`config.mk`:
```
export PLATFORM = sky130hd
export DESIGN_NAME = systolic_os_stream_flat
export DESIGN_NICKNAME = d
export VERILOG_FILES = /design/src/rtl/systolic_os_stream_if.sv /design/src/rtl/systolic_os_stream.sv /design/src/flat_wrapper.sv
export SDC_FILE = /design/constraint.sdc
export NUM_CORES = 2
export LEC_CHECK = 0
export ABC_AREA = 1
export BUFFER_PORTS_ARGS = -buffer_cell sky130_fd_sc_hd__buf_2
export CORE_MARGIN = 1.5
export CORE_UTILIZATION = 53
export DETAILED_ROUTE_END_ITERATION = 8
export GPL_TIMING_DRIVEN = 0
export PLACE_DENSITY_LB_ADDON = 0.12
export SYNTH_ARGS = -nofsm -noshare
export SYNTH_HDL_FRONTEND = slang
export SYNTH_SLANG_ARGS = --single-unit
```
`constraint.sdc`:
```
create_clock -name clk -period 7 [get_ports clk]
set_input_delay 0.35 -clock clk [delete_from_list [all_inputs] [get_ports clk]]
set_output_delay 0.35 -clock clk [all_outputs]
set_load 0.02 [all_outputs]
```
`src/rtl/systolic_os_stream_if.sv`:
```
// Job-control and A/B/C stream bundle for the output-stationary MAC array.
// master = fetch/writeback side, slave = the array itself.
interface systolic_os_stream_if #(
    parameter int D_W     = 8,
    parameter int D_W_ACC = 16,
    parameter int N1      = 4,
    parameter int N2      = 4,
    parameter int K_MAX   = 64
);
    localparam int KW = $clog2(K_MAX + 1);
    localparam int RW = (N1 > 1) ? $clog2(N1) : 1;

    logic                  start;
    logic [KW-1:0]         k_len;
    logic                  busy;
    logic                  in_valid;
    logic                  in_ready;
    logic [N1*D_W-1:0]     a_in;
    logic [N2*D_W-1:0]     b_in;
    logic                  out_valid;
    logic                  out_ready;
    logic [RW-1:0]         out_row;
    logic [N2*D_W_ACC-1:0] out_data;
    logic                  out_last;
    logic                  done;
    logic                  sat_flag;

    modport master (
        output start, k_len, in_valid, a_in, b_in, out_ready,
        input  busy, in_ready, out_valid, out_row, out_data,
        input  out_last, done, sat_flag
    );

    modport slave (
        input  start, k_len, in_valid, a_in, b_in, out_ready,
        output busy, in_ready, out_valid, out_row, out_data,
        output out_last, done, sat_flag
    );
endinterface

```
`src/rtl/systolic_os_stream.sv`:
```
// Output-stationary N1 x N2 MAC array with run-time K, internal input skew,
// valid/ready streams in and out, optional signed saturating accumulation.
module systolic_os_stream #(
    parameter int D_W     = 8,
    parameter int D_W_ACC = 16,
    parameter int N1      = 4,
    parameter int N2      = 4,
    parameter int K_MAX   = 64,
    parameter bit SIGNED  = 1'b1
) (
    input  logic                clk,
    input  logic                rst,
    systolic_os_stream_if.slave io
);
    localparam int KW = $clog2(K_MAX + 1);
    localparam int RW = (N1 > 1) ? $clog2(N1) : 1;
    localparam int FL = N1 + N2 - 1;
    localparam int CW = $clog2(K_MAX + FL + N1 + 1);
    localparam int AW = D_W + 1;

    typedef enum logic [1:0] {IDLE, LOAD, FLUSH, DRAIN} state_t;

    state_t        state_q, state_d;
    logic [KW-1:0] klen_q, klen_d;
    logic [CW-1:0] cnt_q, cnt_d;
    logic          done_q, done_d;
    logic          sat_q, sat_d;

    logic beat_acc;
    logic row_hs;
    logic last_hs;
    logic job_ok;
    logic clr_acc;

    logic [N1*AW-1:0] a_sk;
    logic [N2*AW-1:0] b_sk;

    logic [D_W-1:0]     a_q   [N1][N2];
    logic [D_W-1:0]     b_q   [N1][N2];
    logic               av_q  [N1][N2];
    logic               bv_q  [N1][N2];
    logic [AW-1:0]      a_src [N1][N2];
    logic [AW-1:0]      b_src [N1][N2];
    logic [D_W_ACC-1:0] acc_q [N1][N2];
    logic [D_W_ACC-1:0] acc_d [N1][N2];
    logic [N1*N2-1:0]   sat_pe;

    assign io.busy     = (state_q != IDLE);
    assign io.in_ready = (state_q == LOAD);
    assign io.out_valid = (state_q == DRAIN);
    assign io.out_row  = io.out_valid ? cnt_q[RW-1:0] : '0;
    assign io.out_last = io.out_valid && (cnt_q == CW'(N1 - 1));
    assign io.done     = done_q;
    assign io.sat_flag = sat_q;

    assign beat_acc = io.in_valid && io.in_ready;
    assign row_hs   = io.out_valid && io.out_ready;
    assign last_hs  = row_hs && io.out_last;
    assign job_ok   = (io.k_len != '0) && (io.k_len <= KW'(K_MAX));

    always_comb begin
        io.out_data = '0;
        for (int j = 0; j < N2; j++)
            io.out_data[j*D_W_ACC +: D_W_ACC] = acc_q[cnt_q[RW-1:0]][j];
    end

    always_comb begin
        state_d = state_q;
        klen_d  = klen_q;
        cnt_d   = cnt_q;
        done_d  = 1'b0;
        sat_d   = sat_q | (|sat_pe);
        clr_acc = 1'b0;
        unique case (state_q)
            IDLE: begin
                if (io.start && job_ok) begin
                    state_d = LOAD;
                    klen_d  = io.k_len;
                    cnt_d   = '0;
                    sat_d   = 1'b0;
                end
            end
            LOAD: begin
                if (beat_acc) begin
                    if (cnt_q == CW'(klen_q - 1'b1)) begin
                        state_d = FLUSH;
                        cnt_d   = '0;
                    end else begin
                        cnt_d = cnt_q + 1'b1;
                    end
                end
            end
            FLUSH: begin
                if (cnt_q == CW'(FL - 1)) begin
                    state_d = DRAIN;
                    cnt_d   = '0;
                end else begin
                    cnt_d = cnt_q + 1'b1;
                end
            end
            DRAIN: begin
                if (last_hs) begin
                    state_d = IDLE;
                    cnt_d   = '0;
                    done_d  = 1'b1;
                    clr_acc = 1'b1;
                end else if (row_hs) begin
                    cnt_d = cnt_q + 1'b1;
                end
            end
            default: state_d = IDLE;
        endcase
    end

    always_ff @(posedge clk) begin
        if (rst) begin
            state_q <= IDLE;
            klen_q  <= '0;
            cnt_q   <= '0;
            done_q  <= 1'b0;
            sat_q   <= 1'b0;
        end else begin
            state_q <= state_d;
            klen_q  <= klen_d;
            cnt_q   <= cnt_d;
            done_q  <= done_d;
            sat_q   <= sat_d;
        end
    end

    // Lane i/j waits i/j cycles; the PE input register is the last stage.
    for (genvar i = 0; i < N1; i++) begin : g_ask
        logic [AW-1:0] a_new;
        assign a_new = {beat_acc, io.a_in[i*D_W +: D_W]};
        if (i == 0) begin : g_d0
            assign a_sk[0 +: AW] = a_new;
        end else begin : g_dn
            logic [AW-1:0] sr_q [i];
            always_ff @(posedge clk) begin
                if (rst) begin
                    for (int d = 0; d < i; d++) sr_q[d] <= '0;
                end else begin
                    sr_q[0] <= a_new;
                    for (int d = 1; d < i; d++) sr_q[d] <= sr_q[d-1];
                end
            end
            assign a_sk[i*AW +: AW] = sr_q[i-1];
        end
    end

    for (genvar j = 0; j < N2; j++) begin : g_bsk
        logic [AW-1:0] b_new;
        assign b_new = {beat_acc, io.b_in[j*D_W +: D_W]};
        if (j == 0) begin : g_d0
            assign b_sk[0 +: AW] = b_new;
        end else begin : g_dn
            logic [AW-1:0] sr_q [j];
            always_ff @(posedge clk) begin
                if (rst) begin
                    for (int d = 0; d < j; d++) sr_q[d] <= '0;
                end else begin
                    sr_q[0] <= b_new;
                    for (int d = 1; d < j; d++) sr_q[d] <= sr_q[d-1];
                end
            end
            assign b_sk[j*AW +: AW] = sr_q[j-1];
        end
    end

    always_comb begin
        for (int i = 0; i < N1; i++) begin
            a_src[i][0] = a_sk[i*AW +: AW];
            for (int j = 1; j < N2; j++)
                a_src[i][j] = {av_q[i][j-1], a_q[i][j-1]};
        end
        for (int j = 0; j < N2; j++) begin
            b_src[0][j] = b_sk[j*AW +: AW];
            for (int i = 1; i < N1; i++)
                b_src[i][j] = {bv_q[i-1][j], b_q[i-1][j]};
        end
    end

    // Returns {new_acc, saturated}.
    function automatic logic [D_W_ACC:0] mac(
        input logic [D_W_ACC-1:0] acc,
        input logic [D_W-1:0]     a,
        input logic [D_W-1:0]     b
    );
        logic signed [2*D_W-1:0] p_s;
        logic [2*D_W-1:0]        p_u;
        logic [D_W_ACC-1:0]      ext;
        logic [D_W_ACC:0]        sum;
        p_s = $signed(a) * $signed(b);
        p_u = a * b;
        if (SIGNED) begin
            ext = D_W_ACC'(p_s);
            sum = {acc[D_W_ACC-1], acc} + {ext[D_W_ACC-1], ext};
            if (sum[D_W_ACC] != sum[D_W_ACC-1])
                return {sum[D_W_ACC], {(D_W_ACC-1){~sum[D_W_ACC]}}, 1'b1};
            return {sum[D_W_ACC-1:0], 1'b0};
        end
        ext = D_W_ACC'(p_u);
        return {acc + ext, 1'b0};
    endfunction

    always_comb begin
        sat_pe = '0;
        for (int i = 0; i < N1; i++) begin
            for (int j = 0; j < N2; j++) begin
                acc_d[i][j] = acc_q[i][j];
                if (av_q[i][j] && bv_q[i][j])
                    {acc_d[i][j], sat_pe[i*N2+j]} =
                        mac(acc_q[i][j], a_q[i][j], b_q[i][j]);
            end
        end
    end

    always_ff @(posedge clk) begin
        for (int i = 0; i < N1; i++) begin
            for (int j = 0; j < N2; j++) begin
                if (rst) begin
                    a_q[i][j]   <= '0;
                    b_q[i][j]   <= '0;
                    av_q[i][j]  <= 1'b0;
                    bv_q[i][j]  <= 1'b0;
                    acc_q[i][j] <= '0;
                end else begin
                    {av_q[i][j], a_q[i][j]} <= a_src[i][j];
                    {bv_q[i][j], b_q[i][j]} <= b_src[i][j];
                    acc_q[i][j] <= clr_acc ? '0 : acc_d[i][j];
                end
            end
        end
    end
endmodule

```
`src/flat_wrapper.sv`:
```
// flat-port wrapper written by rule: the top's interface ports become plain ports
module systolic_os_stream_flat 
#(
    parameter int D_W     = 8,
    parameter int D_W_ACC = 16,
    parameter int N1      = 4,
    parameter int N2      = 4,
    parameter int K_MAX   = 64,
    parameter bit SIGNED  = 1'b1
)
  (clk, rst, io_start, io_k_len, io_in_valid, io_a_in, io_b_in, io_out_ready, io_busy, io_in_ready, io_out_valid, io_out_row, io_out_data, io_out_last, io_done, io_sat_flag);
  systolic_os_stream_if #(.D_W(D_W), .D_W_ACC(D_W_ACC), .N1(N1), .N2(N2), .K_MAX(K_MAX)) io_i ();
  input  logic clk;
  input  logic rst;
  input wire logic [$bits(io_i.start)-1:0] io_start;
  input wire logic [$bits(io_i.k_len)-1:0] io_k_len;
  input wire logic [$bits(io_i.in_valid)-1:0] io_in_valid;
  input wire logic [$bits(io_i.a_in)-1:0] io_a_in;
  input wire logic [$bits(io_i.b_in)-1:0] io_b_in;
  input wire logic [$bits(io_i.out_ready)-1:0] io_out_ready;
  output wire logic [$bits(io_i.busy)-1:0] io_busy;
  output wire logic [$bits(io_i.in_ready)-1:0] io_in_ready;
  output wire logic [$bits(io_i.out_valid)-1:0] io_out_valid;
  output wire logic [$bits(io_i.out_row)-1:0] io_out_row;
  output wire logic [$bits(io_i.out_data)-1:0] io_out_data;
  output wire logic [$bits(io_i.out_last)-1:0] io_out_last;
  output wire logic [$bits(io_i.done)-1:0] io_done;
  output wire logic [$bits(io_i.sat_flag)-1:0] io_sat_flag;
  assign io_i.start = io_start;
  assign io_i.k_len = io_k_len;
  assign io_i.in_valid = io_in_valid;
  assign io_i.a_in = io_a_in;
  assign io_i.b_in = io_b_in;
  assign io_i.out_ready = io_out_ready;
  assign io_busy = io_i.busy;
  assign io_in_ready = io_i.in_ready;
  assign io_out_valid = io_i.out_valid;
  assign io_out_row = io_i.out_row;
  assign io_out_data = io_i.out_data;
  assign io_out_last = io_i.out_last;
  assign io_done = io_i.done;
  assign io_sat_flag = io_i.sat_flag;
  systolic_os_stream #(.D_W(D_W), .D_W_ACC(D_W_ACC), .N1(N1), .N2(N2), .K_MAX(K_MAX), .SIGNED(SIGNED)) u_core (.clk(clk), .rst(rst), .io(io_i));
endmodule
```
==> results.md <==
- Status: finished with violations
- Failing checks: capacitance limit
- Period utilisation layout: 91.3%
- Crit path max-delay family: adder cells
- Final hold vios: 0
- Total GRT Usage: 32.3%
- # fillers: 13259
- Maxcap violations: 2
- Worst-Margin Slew: 1490 ps
- Sw frac: 33.2%
- Critical path's slowest cell: nor2_1
- Slew Limit Fails: 0
- Fmax: 0.157 GHz
- Num ports: 148
- Synth async-reset ratio: 0%
- Worst Setup SP: u_core.a_q[23]
- Worst Path Buf+Inv: 5
- Syn_nets: 11669
- Die Wd: 380 um
- Clock Path Buffers: 3
- Synthesized area: 75500 um^2
- CTS tree: done
- Fraction of the yosys area taken by sequential cells: 16.8%
- Number of synthesized register bits: 635
- # rows: 138
- Crit end category: register
- Total Wirelength: 228000 um
- Area grow syn2layout: 8.86%
- Setup Skew: 27.8 ps
- Cells after Synth: 9745
- CP max FO: 10
- Combinational power share: 22.3%
- Fin util: 58.1%
- Type of the worst setup path: register to register
- P per Cell Area: 131 nW/um^2
- # diodes: 0
- Drt initial violations: 4209
- Psw: 3570 uW
- Avg Cell Area, Syn: 7.74 um^2
- Register share of total power: 35.5%
- CTS Buf Count: 79
- Total Nets Final: 11970
- Drt pass-1 iters: 6
- DRC viols: 0
- Cell internal pwr: 7180 uW
- Die H: 380 um
- Synth cell types: 54
- I/O Buffers: 146
- Worst Setup Start Kind: register
- Vias: 61214
- Warnings, synthesis: 0
- DRT antenna net count: 0
- Slew HR: 0.388%
- Most common cell after layout, fill and taps aside: inv_1
- CP arrival: 6960 ps
- WP data required: 7570 ps
- Hold/Removal Path Class: primary input to register
- Vias/cell: 5.10
- Sink Count: 635
- VDD IR max: 198 uV
- # H-tree levels: 3
- Crit path cell chain: clkbuf_1 > nand2_1 > inv_1 > fa_1 > fa_1 > fa_1 > inv_1 > fa_1 > inv_1 > ha_1 > ha_1 > a21o_1 > a21oi_1 > nand3_1 > inv_1 > nand2_2 > nand3_4 > nand2_1 > nand2_1 > nand2_1 > nor2_1 > nand3_1 > nor2_1 > nor2_1
- Gp weighted congestion: 1.01
- Critical path's largest stage delay: 570 ps
- LEAKAGE: 0.0487 uW
- Initial Utilization: 53.4%
- Die ar.: 145000 um^2
- Prevailing post-synth register cell: dfxtp_1
- First-pass GRT wire length: 358000 um
- Setup_tns: 0 ps
- Vias in the first global route: 63236
- Routed WL per cell: 19.0 um
- Highest-count cells in the layout ignoring fill and taps: inv_1 (2536), nand2_1 (2151), fa_1 (1216)
- RSZ-0062 raised after global routing: false
- Clock transition at path regs: 60 ps
- Layout cells sized above 1: 4.34%
- Worst R2R Start: u_core.a_q[23]
- Crit path time final: 6390 ps
- Clock insertion delay at the later pin of the skew report: 700 ps
- Total grt overflow: 0
- Clock share of power: 42.1%
- Initial antenna violation count: 10
- DPL Wire Length: 195000 um
- Post-synth EDFFs: 0
- Hold path start: io_out_ready
- Setup bufs post-CTS: 0
- Largest net degree at the start of global routing: 14
- Core footprint: 141000 um^2
- Clk root buf: clkbuf_16
- Final setup fails: 0
-- cell families (layout without fill, tap and decap cells) --
group           after synthesis  in the layout  synth area share, %
compound gates              951            951                 6.78
xor+xnor                    170            170                 1.98
fa+ha+maj                  1848           1848                 42.7
buf+inv                    2974           3338                 14.9
flops                       635            635                 16.8
simple gates               3167           3167                 16.8
-- layout make-up --
| class | instances | area (um^2) | share of cell area, % |
|---|---|---|---|
| Multi-Input combinational cell | 6136 | 51500 | 62.7 |
| Tap cell | 1890 | 2360 | 2.88 |
| Inverter | 2578 | 9680 | 11.8 |
| Sequential cell | 635 | 12700 | 15.5 |
| Timing Repair Buffer | 220 | 1490 | 1.81 |
| Clock inverter | 43 | 582 | 0.708 |
| Buffer | 396 | 1580 | 1.92 |
| Clock buffer | 101 | 2250 | 2.74 |
-- worst min-delay path, delay by kind of cell --
family,cells,cell delay [ps]
simple gates,2,110
buf+inv,3,250
-- cell usage after synthesis (5+ instances only) --
master / number / area share (%)
buf_1: 7 / 0.035
o21ai_0: 354 / 2.3
o22ai_1: 37 / 0.31
ha_1: 632 / 10
nor3_1: 8 / 0.053
inv_2: 23 / 0.11
a21oi_1: 441 / 2.9
nand3b_1: 14 / 0.14
a31oi_1: 26 / 0.22
xnor2_1: 60 / 0.70
nor2_2: 6 / 0.050
a221oi_1: 8 / 0.093
xor2_1: 109 / 1.3
nor2_1: 630 / 3.1
o21ai_1: 16 / 0.11
a21oi_2: 16 / 0.19
buf_4: 11 / 0.11
buf_2: 16 / 0.11
clkbuf_1: 359 / 1.8
inv_1: 2536 / 13
fa_1: 1216 / 32
nand3_2: 5 / 0.066
clkinv_1: 18 / 0.090
a21o_1: 12 / 0.12
nand2_1: 2151 / 11
nand4_1: 29 / 0.24
o21ai_2: 6 / 0.070
nand3_1: 271 / 1.8
o21bai_1: 8 / 0.080
a211oi_1: 12 / 0.12
or2_2: 30 / 0.25
dfxtp_1: 635 / 17
nand2_2: 8 / 0.066
-- power groups by stage --
| stage | clock network (uW) | logic, uW | registers (uW) |
|---|---|---|---|
| finish | 4530 | 2400 | 3820 |
| global placement | 0 | 2280 | 3900 |
| detailed placement | 0 | 2320 | 3900 |
| CTS | 4580 | 2370 | 3820 |
| global route | 4720 | 2620 | 3830 |
| floorplan | 0 | 1500 | 3850 |
-- per-layer routing --
layer | part of all wire (%) | routed length, um | GRT usage, %
met5 | 0.0096 | 22 | 0
met4 | 5.2 | 11800 | 14.5
met3 | 6.1 | 13900 | 4.40
met2 | 48 | 109000 | 54.4
met1 | 41 | 94200 | 41.2
-- stage by stage --
step           cells  total power [uW]  hold slack, ps  area [um^2]  setup slack [ps]
4_1_cts        11999             10800            28.1        82200               560
5_1_grt        11999             11200             108        82200               226
3_5_place_dp   11783              6220             393        78600               577
6_report       11999             10700            69.3        82200               611
2_1_floorplan   9745              5350             388        75500              2110
3_3_place_gp   11781              6180             394        78600               613
-- flip-flops by register name, summed over array words and instances (netlist names), 2 cells and up, named ones only --
signal                  flops
u_core.klen_q               7
u_core.g_ask.g_dn.sr_q     49
u_core.b_q                128
u_core.acc_q              256
u_core.cnt_q                7
u_core.a_src                2
u_core.a_q                128
u_core.g_bsk.g_dn.sr_q     48
u_core.bv_q                 3
u_core.state_q              2
-- repair_timing --
item	in CTS	in global routing
gates resized for setup	0	0
endpoints found under the hold margin	72	0
hold buffers	72	0
-- final timing paths --
path                        end  slack, ps  cells past startpoint
max reg2reg  u_core.io.sat_flag        610                     24
min reg2reg      u_core.a_q[61]        390                      2
max          u_core.io.sat_flag        610                     24
min              u_core.io.done         70                      5
Note: power is estimated with default switching activity, not from simulation.
